==> src/rtl/or_bitwise_pkg.sv <==
// Shared ALU definitions: datapath width and word type.
package or_bitwise_pkg;

    localparam int unsigned ALU_WIDTH = 32;

    typedef logic [ALU_WIDTH-1:0] alu_word_t;

endpackage : or_bitwise_pkg

==> src/rtl/or_bit_slice.sv <==
// Single-bit OR with enable gating; one instance per datapath bit.
module or_bit_slice (
    input  logic i_a,
    input  logic i_b,
    input  logic i_en,
    output logic o_y
);

    assign o_y = i_en & (i_a | i_b);

endmodule : or_bit_slice

==> src/rtl/or_bitwise.sv <==
// Registered bitwise-OR unit with enable gating, valid qualification and zero flag.
module or_bitwise
    import or_bitwise_pkg::*;
#(
    parameter int unsigned WIDTH      = ALU_WIDTH,
    parameter bit          HAS_ENABLE = 1'b1
) (
    input  logic             clk,
    input  logic             rst_n,
    input  logic [WIDTH-1:0] i_1,
    input  logic [WIDTH-1:0] i_2,
    input  logic             enable,
    input  logic             in_valid,
    output logic [WIDTH-1:0] o,
    output logic             out_valid,
    output logic             o_zero
);

    logic             w_enable_eff;
    logic [WIDTH-1:0] w_or;
    logic             w_zero;

    logic [WIDTH-1:0] r_o;
    logic             r_zero;
    logic             r_valid;

    assign w_enable_eff = HAS_ENABLE ? enable : 1'b1;

    // One OR slice per bit; no cross-bit interaction.
    for (genvar k = 0; k < WIDTH; k++) begin : g_slice
        or_bit_slice u_slice (
            .i_a  (i_1[k]),
            .i_b  (i_2[k]),
            .i_en (w_enable_eff),
            .o_y  (w_or[k])
        );
    end

    assign w_zero = ~(|w_or);

    // Result and flag hold when no valid sample; valid itself is never held.
    always_ff @(posedge clk or negedge rst_n) begin
        if (!rst_n) begin
            r_o     <= '0;
            r_zero  <= 1'b1;
            r_valid <= 1'b0;
        end else begin
            r_valid <= in_valid;
            if (in_valid) begin
                r_o    <= w_or;
                r_zero <= w_zero;
            end
        end
    end

    assign o         = r_o;
    assign o_zero    = r_zero;
    assign out_valid = r_valid;

endmodule : or_bitwise

==> config.mk <==
export PLATFORM = sky130hd
export DESIGN_NAME = or_bitwise
export DESIGN_NICKNAME = d
export VERILOG_FILES = /design/src/rtl/or_bitwise_pkg.sv /design/src/rtl/or_bit_slice.sv /design/src/rtl/or_bitwise.sv
export SDC_FILE = /design/constraint.sdc
export NUM_CORES = 1
export LEC_CHECK = 0
export ABC_AREA = 1
export BUFFER_PORTS_ARGS = -buffer_cell sky130_fd_sc_hd__buf_2
export CELL_PAD_IN_SITES_DETAIL_PLACEMENT = 0
export CELL_PAD_IN_SITES_GLOBAL_PLACEMENT = 2
export CORE_MARGIN = 4
export CORE_UTILIZATION = 23
export CTS_CLUSTER_DIAMETER = 40
export DETAILED_ROUTE_END_ITERATION = 10
export PLACE_DENSITY = 0.92
export SKIP_LAST_GASP = 1
export SLEW_MARGIN = 15
export SYNTH_ARGS = -nofsm -noshare
export SYNTH_HDL_FRONTEND = slang
export SYNTH_SLANG_ARGS = --single-unit
==> constraint.sdc <==
create_clock -name clk -period 1.2 [get_ports clk]
set_clock_uncertainty 0.05 [all_clocks]
set_input_delay 0.12 -clock clk [delete_from_list [all_inputs] [get_ports clk]]
set_output_delay 0.12 -clock clk [all_outputs]
set_load 0.01 [all_outputs]
==> results of run 1 <==
-- state kept, by name, summed over array words and instances (netlist names) --
register   count
o_zero         1
o             32
out_valid      1
-- worst max path at each step --
stage / endpoint / slack, ps
after floorplan: o_zero / 400
after CTS: o_zero / 50
after global placement: o_zero / -150
after detailed placement: o_zero / -150
after global routing: o_zero / 40
final: o_zero / 80
-- metal layers --
metal  track usage [%]  share of wire [%]
met1             13.57                 43
met2             18.73                 47
met3             4.925                9.2
met4             2.682               0.90
met5                 0                  0
-- cells by family (layout without fill, tap and decap cells) --
kind of cell / Yosys count / count (layout) / share of synthesized area [%]
and+or+nand+nor: 87 / 87 / 21.43
buffers and inverters: 10 / 128 / 3.667
DFF: 34 / 34 / 55.50
AOI/OAI and AO/OA: 52 / 52 / 19.40
-- cell type report --
cell class / instances / area [um2]
fill: 674 / 4079
sequential: 34 / 852.1
timing repair buffer: 118 / 650.6
multi-input combinational: 139 / 626.9
clock buffer: 8 / 110.1
tap: 77 / 96.34
inverter: 2 / 7.507
-- report_power, final --
group / switching, mW / internal (mW)
combinational: 0.295 / 0.259
sequential: 0.0508 / 1.25
clock: 0.396 / 0.579
total: 0.742 / 2.09
-- timing repair --
action | 4_1_cts | 5_1_grt
hold buffers | 2 | 0
endpoints found under the hold margin | 34 | 0
gates resized for setup | 0 | 0
-- placed cells by master (no fill, tap or decap), types with 2 or more instances in the layout --
cell             n
clkbuf_8         8
nand3_1          2
dlygate4sd3_1    2
buf_2          101
nor2_1          26
nand2_1         59
o21ai_2         10
buf_4           14
o21ai_0         41
dfrtp_1         33
-- stage by stage --
step | power (mW) | hold WS, ps | setup TNS (ps) | setup WS [ps]
floorplan | 1.551 | -225.6 | 0 | 398.7
global placement | 1.879 | -36.35 | -151.3 | -151.3
detailed placement | 1.886 | -34.83 | -229.6 | -149.5
CTS | 2.898 | 73.11 | 0 | 52.24
global route | 3.031 | 93.52 | 0 | 38.45
finish | 2.829 | 81.01 | 0 | 84.54
-- worst reg2reg max path, stage by stage (launching register included) --
cell and delay, ps:
dfstp_2 540, nand2_1 50, nand2_1 70
==> flow_metrics.py, run 1 <==
metrics = {
    "final_layout": {
        "fin_cells": 378,
        "drive_above_1_share_pct": 45.18,
        "synthToLayoutAreaGrowth_pct": 52.65,
        "fin_nets": 368,
        "finish.utilization_pct": 36.49,
        "antennaDiodeCount": 0,
        "final_cell_area_um2": 2344,
    },
    "critical_path": {
        "slowest_delay_ps": 540,
        "path_depth": 1,
        "crit_fanout": 2,
        "startpoint_type": "flip-flop",
        "path_class": "reg -> out",
        "reg2reg_depth": 2,
        "reg2reg_to": "o_zero",
        "end_kind": "output pin",
        "r2r_setup_slack_ps": 440,
        "cp-startpoint": "o_zero",
        "critPathRequiredTime_ps": 1030,
        "cp_slowest_cell": "dfstp_2",
        "cp_cell_sequence": "buf_2",
        "path_delay_family": "flip-flops",
        "r2r_start": "o_zero",
        "arrival_ps": 950,
        "path_buf_inv": 1,
    },
    "synth": {
        "synth.most_common_cell": "nand2_1",
        "synth.avg_cell_area_um2": 8.389,
        "yosys-top-cells-area": "dfrtp_1 (54%), nand2_1 (14%), o21ai_0 (13%), nor2_1 (6.4%), o21ai_2 (5.7%)",
        "syn_area_um2": 1535,
        "synth-async-reset-ratio_pct": 100.0,
        "synth_cell_types": 13,
        "syn_nets": 251,
        "yosysSeqAreaShare_pct": 55.50,
        "synth_top_flop_cell": "dfrtp_1",
        "synth_common_cells": "nand2_1 (59), o21ai_0 (41), dfrtp_1 (33), nor2_1 (26), o21ai_2 (10)",
        "yosysTopAreaCell": "dfrtp_1",
        "synth_top_area_share_pct": 53.79,
        "netlist_instances": 183,
        "synth_edf_count": 0,
        "ys_seq_elements": 34,
        "yosys_warnings": 0,
    },
    "clock_network": {
        "clock_sinks": 34,
        "numCtsBuffers": 5,
        "path_clk_slew_ps": 70,
        "cts_setup_buffers": 0,
        "cts-root-buf": "clkbuf_8",
        "cts_tree": "yes",
        "clock_latency_ps": 270,
        "cts_htree_levels": 2,
        "ctsLongestPathBuffers": 2,
    },
    "sta": {
        "rsz0062_at_grt": "no",
        "worst_pin_slew_ps": 492.2,
        "max-slew-margin-rel_pct": 67.18,
        "max_freq_mhz": 896.5,
        "finalCritPeriodShare_pct": 92.96,
        "period_minus_slack_ps": 1115,
        "finalHoldViolCount": 0,
        "setup_viol": 0,
        "slew_violations": 0,
    },
    "route": {
        "via_per_inst": 4.074,
        "antenna_left": 0,
        "wl_per_cell_um": 11.79,
        "drt_pass1_iterations": 4,
        "route.vias.total": 1540,
        "first_iter_violations": 39,
        "drc": 0,
        "routed_wl_um": 4456,
    },
    "global_routing": {
        "track_usage_pct": 11.31,
        "grt_antenna_before_repair": 0,
        "grt-ovfl-total": 0,
        "grt_pass1_vias": 1573,
        "grt_max_degree": 55,
        "grt_first_pass_wirelength_um": 7445,
    },
    "power_and_ir_drop": {
        "power.density_nw_per_um2": 1207,
        "ir_worst_vdd_mv": 0.3435,
        "leakagePower_nw": 1.249,
    },
    "place": {
        "placedCellCount": 368,
        "place_hpwl_um": 3569,
        "place.port_buffers": 101,
        "dpl_cell_area_um2": 2213,
        "gp_congestion": 0.7239,
    },
    "job": {
        "drv_cap": 0,
    },
    "worst_hold_path": {
        "min_to": "o[30]",
        "hold_class": "in -> reg",
        "min_from": "i_1[30]",
        "hold-path-cell-count": 3,
    },
    "die": {
        "io_pins": 102,
        "rows": 29,
        "start_util_pct": 23.90,
        "die_height_um": 89.70,
        "core_um2": 6422,
        "fp.dieW_um": 89.70,
        "die_area_um2": 8046,
    },
    "run_status": {
        "status": "finished, final reports clean",
    },
}
Power figures use the tool's default switching activity.
==> inputs of run 2 (changes only) <==
--- a/config.mk
+++ b/config.mk
@@ -13,6 +13,7 @@
 export CORE_UTILIZATION = 23
 export CTS_CLUSTER_DIAMETER = 40
 export DETAILED_ROUTE_END_ITERATION = 10
+export MAX_ROUTING_LAYER = met4
 export PLACE_DENSITY = 0.92
 export SKIP_LAST_GASP = 1
 export SLEW_MARGIN = 15
==> flow_metrics.py, run 2 (synthesis results as in run 1) <==
metrics = {
    "run_status": {
        "status": "finished, final reports clean",
    },
    "sta": {
        "finalHoldViolCount": 0,
        "slew_violations": 0,
        "max_freq_mhz": 896.6,
        "setup_viol": 0,
        "worst_pin_slew_ps": 492.4,
        "hold_slack_ps": 81.14,
        "rsz0062_at_grt": "no",
        "period_minus_slack_ps": 1115,
        "max-slew-margin-rel_pct": 67.18,
        "finalCritPeriodShare_pct": 92.94,
    },
    "critical_path": {
        "end_kind": "output pin",
        "crit_fanout": 2,
        "slowest_delay_ps": 540,
        "startpoint_type": "flip-flop",
        "critPathRequiredTime_ps": 1030,
        "arrival_ps": 950,
        "path_buf_inv": 1,
        "path_delay_family": "flip-flops",
        "cp_slowest_cell": "dfstp_2",
        "cp_cell_sequence": "buf_2",
        "path_class": "reg -> out",
    },
    "global_routing": {
        "grt_pass1_vias": 1568,
        "track_usage_pct": 11.61,
        "grt_antenna_before_repair": 0,
        "grt_max_degree": 55,
        "grt-ovfl-total": 0,
        "grt_first_pass_wirelength_um": 7431,
    },
    "route": {
        "via_per_inst": 4.074,
        "route.vias.total": 1540,
        "antenna_left": 0,
        "drt_pass1_iterations": 4,
        "routed_wl_um": 4453,
        "drc": 0,
        "first_iter_violations": 53,
        "wl_per_cell_um": 11.78,
    },
    "final_layout": {
        "layout_common_cells": "buf_2 (101), nand2_1 (59), o21ai_0 (41), dfrtp_1 (33), nor2_1 (26)",
        "finish.utilization_pct": 36.49,
        "fin_nets": 368,
        "largest_reg_flops": 32,
        "antennaDiodeCount": 0,
        "drive_above_1_share_pct": 45.18,
        "synthToLayoutAreaGrowth_pct": 52.65,
        "mostFrequentLayoutCell": "buf_2",
    },
    "clock_network": {
        "cts_hold_buffers": 2,
        "cts_resized": 0,
        "cts_tree": "yes",
        "path_clk_slew_ps": 70,
        "clock_sinks": 34,
        "numCtsBuffers": 5,
        "cts-root-buf": "clkbuf_8",
        "cts_setup_buffers": 0,
        "clock_latency_ps": 270,
        "ctsLongestPathBuffers": 2,
        "cts_htree_levels": 2,
    },
    "die": {
        "die_height_um": 89.70,
        "rows": 29,
        "core_um2": 6422,
        "io_pins": 102,
        "die_area_um2": 8046,
        "start_util_pct": 23.90,
        "fp.dieW_um": 89.70,
    },
    "power_and_ir_drop": {
        "ir_worst_vdd_mv": 0.3434,
        "switchingPower_uw": 741.6,
        "power.total_mw": 2.829,
        "seqPwrFrac_pct": 46.0,
        "combPwrFrac_pct": 19.6,
        "power_frac_clock_pct": 34.4,
        "p_int_mw": 2.087,
        "switching_share_pct": 26.22,
        "power.density_nw_per_um2": 1207,
        "leakagePower_nw": 1.249,
    },
    "place": {
        "place_hpwl_um": 3569,
        "place.port_buffers": 101,
        "gp_congestion": 0.7325,
    },
    "worst_hold_path": {
        "hold_class": "in -> reg",
    },
    "job": {
        "drv_cap": 0,
    },
}
## run 2: cell counts in the layout (fill, tap and decap cells not counted)
No cell type changed its count.
## run 2: power by group through the flow
stage                     clock network [mW]  registers (mW)  logic, mW
after global routing                    1.09            1.31      0.630
after global placement                     0            1.32      0.558
final                                  0.974            1.30      0.554
after floorplan                            0            1.37      0.179
after detailed placement                   0            1.32      0.565
after CTS                               1.03            1.30      0.571
## run 2: final cells by class
cell class | instances | area (um2)
Timing Repair Buffer | 118 | 650.6
Inverter | 2 | 7.507
Tap cell | 77 | 96.34
Sequential cell | 34 | 852.1
Fill cell | 674 | 4079
Clock buffer | 8 | 110.1
Multi-Input combinational cell | 139 | 626.9
## run 2: final timing paths
check                      slack, ps     from  cells after the start      to
setup / recovery                  80   o_zero                      1  o_zero
hold / removal                    80  i_1[30]                      3   o[30]
setup reg to reg                 440   o_zero                      2  o_zero
hold reg to reg                  430    o[19]                      2   o[19]
max in group asynchronous        390    rst_n                      3  o_zero
min in group asynchronous        200    rst_n                      2   o[21]
## run 2: through the flow
step / cells / setup WS [ps] / TNS, ps / instance area [um2]
floorplan: 183 / 398.7 / 0 / 1535
global placement: 368 / -151.3 / -151.3 / 2213
detailed placement: 368 / -149.5 / -229.6 / 2213
CTS: 378 / 52.24 / 0 / 2344
global route: 378 / 38.45 / 0 / 2344
finish: 378 / 84.68 / 0 / 2344
## run 2: per-layer routing
layer / GRT usage (%) / up-vias / wire length, um
met2: 18.48 / 60 / 2051
met1: 13.99 / 643 / 1982
met3: 4.508 / 5 / 378
li1: - / 832 / -
met4: 2.682 / 0 / 40
met5: - / - / 0
==> inputs of run 3 (changes only) <==
--- a/config.mk
+++ b/config.mk
@@ -5,7 +5,7 @@
 export SDC_FILE = /design/constraint.sdc
 export NUM_CORES = 1
 export LEC_CHECK = 0
-export ABC_AREA = 1
+export ABC_AREA = 0
 export BUFFER_PORTS_ARGS = -buffer_cell sky130_fd_sc_hd__buf_2
 export CELL_PAD_IN_SITES_DETAIL_PLACEMENT = 0
 export CELL_PAD_IN_SITES_GLOBAL_PLACEMENT = 2
==> flow_metrics.py, run 3 <==
metrics = {
    "final_layout": {
        "antennaDiodeCount": 0,
        "synthToLayoutAreaGrowth_pct": 56.67,
        "mostFrequentLayoutCell": "buf_2",
        "num-fill-cells": 650,
        "final_cell_area_um2": 2307,
        "layout_common_cells": "buf_2 (101), dfrtp_1 (33), inv_1 (32), nor2_1 (32), o22ai_1 (32)",
        "fin_nets": 344,
        "fin_cells": 352,
        "drive_above_1_share_pct": 45.49,
        "largest_reg_flops": 32,
    },
    "run_status": {
        "status": "finished, final reports clean",
    },
    "synth": {
        "synth_cell_types": 12,
        "synth-async-reset-ratio_pct": 100.0,
        "synth.most_common_cell": "dfrtp_1",
        "synth_common_cells": "dfrtp_1 (33), inv_1 (32), nor2_1 (32), o22ai_1 (32), nor4_1 (16)",
        "syn_area_um2": 1473,
        "synth.avg_cell_area_um2": 9.204,
        "synth_edf_count": 0,
        "syn_nets": 228,
        "synth_top_area_share_pct": 56.07,
        "yosysTopAreaCell": "dfrtp_1",
        "yosysSeqAreaShare_pct": 57.86,
        "yosys-top-cells-area": "dfrtp_1 (56%), o22ai_1 (14%), inv_1 (8.2%), nor2_1 (8.2%), nor4_1 (6.8%)",
        "synth_top_flop_cell": "dfrtp_1",
        "netlist_instances": 160,
        "yosys_warnings": 0,
        "ys_seq_elements": 34,
    },
    "job": {
        "drv_cap": 0,
    },
    "sta": {
        "setup_slack_ps": 80.78,
        "slew_violations": 0,
        "setup_viol": 0,
        "finalHoldViolCount": 0,
        "max_freq_mhz": 893.5,
        "finalCritPeriodShare_pct": 93.27,
        "period_minus_slack_ps": 1119,
        "max-slew-margin-rel_pct": 74.59,
        "worst_pin_slew_ps": 377.7,
        "tns_ps": 0,
        "rsz0062_at_grt": "no",
    },
    "place": {
        "placedCellCount": 343,
        "place.port_buffers": 101,
        "pre_cts_ws_ps": -315.2,
        "dpl_cell_area_um2": 2172,
        "place_hpwl_um": 3563,
        "gp_congestion": 0.7686,
    },
    "critical_path": {
        "cp_cell_sequence": "buf_2",
        "crit_fanout": 2,
        "path_buf_inv": 1,
        "slowest_delay_ps": 540,
        "arrival_ps": 950,
        "end_kind": "output pin",
        "path_class": "reg -> out",
        "path_delay_family": "flip-flops",
        "startpoint_type": "flip-flop",
        "cp_slowest_cell": "dfstp_2",
        "critPathRequiredTime_ps": 1030,
    },
    "clock_network": {
        "cts-root-buf": "clkbuf_8",
        "cts_htree_levels": 2,
        "clock_latency_ps": 280,
        "ctsLongestPathBuffers": 2,
        "clock_sinks": 34,
        "numCtsBuffers": 5,
        "path_clk_slew_ps": 70,
        "cts_tree": "yes",
    },
    "die": {
        "core_um2": 6061,
        "io_pins": 102,
        "start_util_pct": 24.30,
        "fp.dieW_um": 88.02,
        "rows": 28,
        "die_height_um": 88.02,
        "die_area_um2": 7747,
    },
    "power_and_ir_drop": {
        "power.density_nw_per_um2": 1257,
        "leakagePower_nw": 1.216,
        "ir_worst_vdd_mv": 0.4308,
        "power.total_mw": 2.900,
    },
    "worst_hold_path": {
        "hold_class": "in -> reg",
    },
    "route": {
        "route.vias.total": 1567,
        "first_iter_violations": 55,
        "drt_pass1_iterations": 4,
        "drc": 0,
        "wl_met3_um": 361,
        "antenna_left": 0,
        "wl_met2_um": 2164,
        "wl_met1_um": 2119,
        "wl_per_cell_um": 13.37,
        "routed_wl_um": 4705,
        "via_per_inst": 4.452,
        "dr.max_layer_used": "met4",
    },
    "global_routing": {
        "grt-ovfl-total": 0,
        "grt_max_degree": 35,
        "track_usage_pct": 12.79,
        "grt_antenna_before_repair": 0,
        "grt_pass1_vias": 1584,
        "grt_first_pass_wirelength_um": 7376,
    },
}
run 3: cell count changes in the layout (fill, tap and decap cells not counted), moves of 3 or more:
cell      delta
o21ai_0     -41
o22ai_1     +32
nor2_1       +6
nand4_1      +4
clkbuf_8     -3
nor4_1      +13
inv_1       +31
o21ai_2     -10
nor4_2       +4
nand2_1     -58
run 3: routing by layer:
layer  vias up  global-route usage [%]
met4         0                   3.434
met1       706                   16.80
met3         6                   3.857
li1        788                       -
met5         -                       -
met2        67                   19.25
run 3: cell type report:
type | instances | area [um2] | share of cell area (%)
Tap cell | 75 | 93.84 | 4.067
Sequential cell | 34 | 852.1 | 36.93
Clock buffer | 7 | 76.32 | 3.308
Multi-Input combinational cell | 87 | 489.2 | 21.20
Clock inverter | 1 | 30.03 | 1.302
Timing Repair Buffer | 116 | 645.6 | 27.98
Inverter | 32 | 120.1 | 5.206
run 3: cells by family (layout without fill, tap and decap cells):
group / count (synthesis) / in the layout / synth area share, %
flip-flops: 34 / 34 / 57.86
AND/OR/NAND/NOR: 54 / 54 / 17.76
AO/OA/AOI/OAI: 33 / 33 / 14.19
buffers and inverters: 39 / 156 / 10.20
run 3: where the power goes:
group / total [mW] / leakage [nW] / switching (mW) / internal [mW]
combinational: 0.560 / 0.739 / 0.295 / 0.265
sequential: 1.31 / 0.424 / 0.0530 / 1.25
clock: 1.03 / 0.0524 / 0.411 / 0.622
total: 2.90 / 1.22 / 0.759 / 2.14
run 3: worst paths after layout:
check | start | to | slack, ps | cells past startpoint
setup reg to reg | o_zero | o_zero | 430 | 1
max in group asynchronous | rst_n | o_zero | 570 | 3
setup / recovery | o_zero | o_zero | 80 | 1
min in group asynchronous | rst_n | out_valid | 290 | 3
hold reg to reg | o[11] | o[11] | 480 | 2
hold / removal | i_1[11] | o[11] | 40 | 3
run 3: through the flow:
step	utilization, %	hold slack, ps
finish	38.07	38.42
global route	38.07	42.73
CTS	37.86	36.48
detailed placement	35.84	46.68
global placement	35.84	43.69
floorplan	-	-225.6
run 3: what timing repair did:
action / CTS / global route
pin swaps: 0 / 0
endpoints found under the hold margin: 34 / 0
setup endpoints to repair: 1 / 1
setup buffers: 0 / 0
hold buffers: 1 / 0
gates resized for setup: 1 / 2
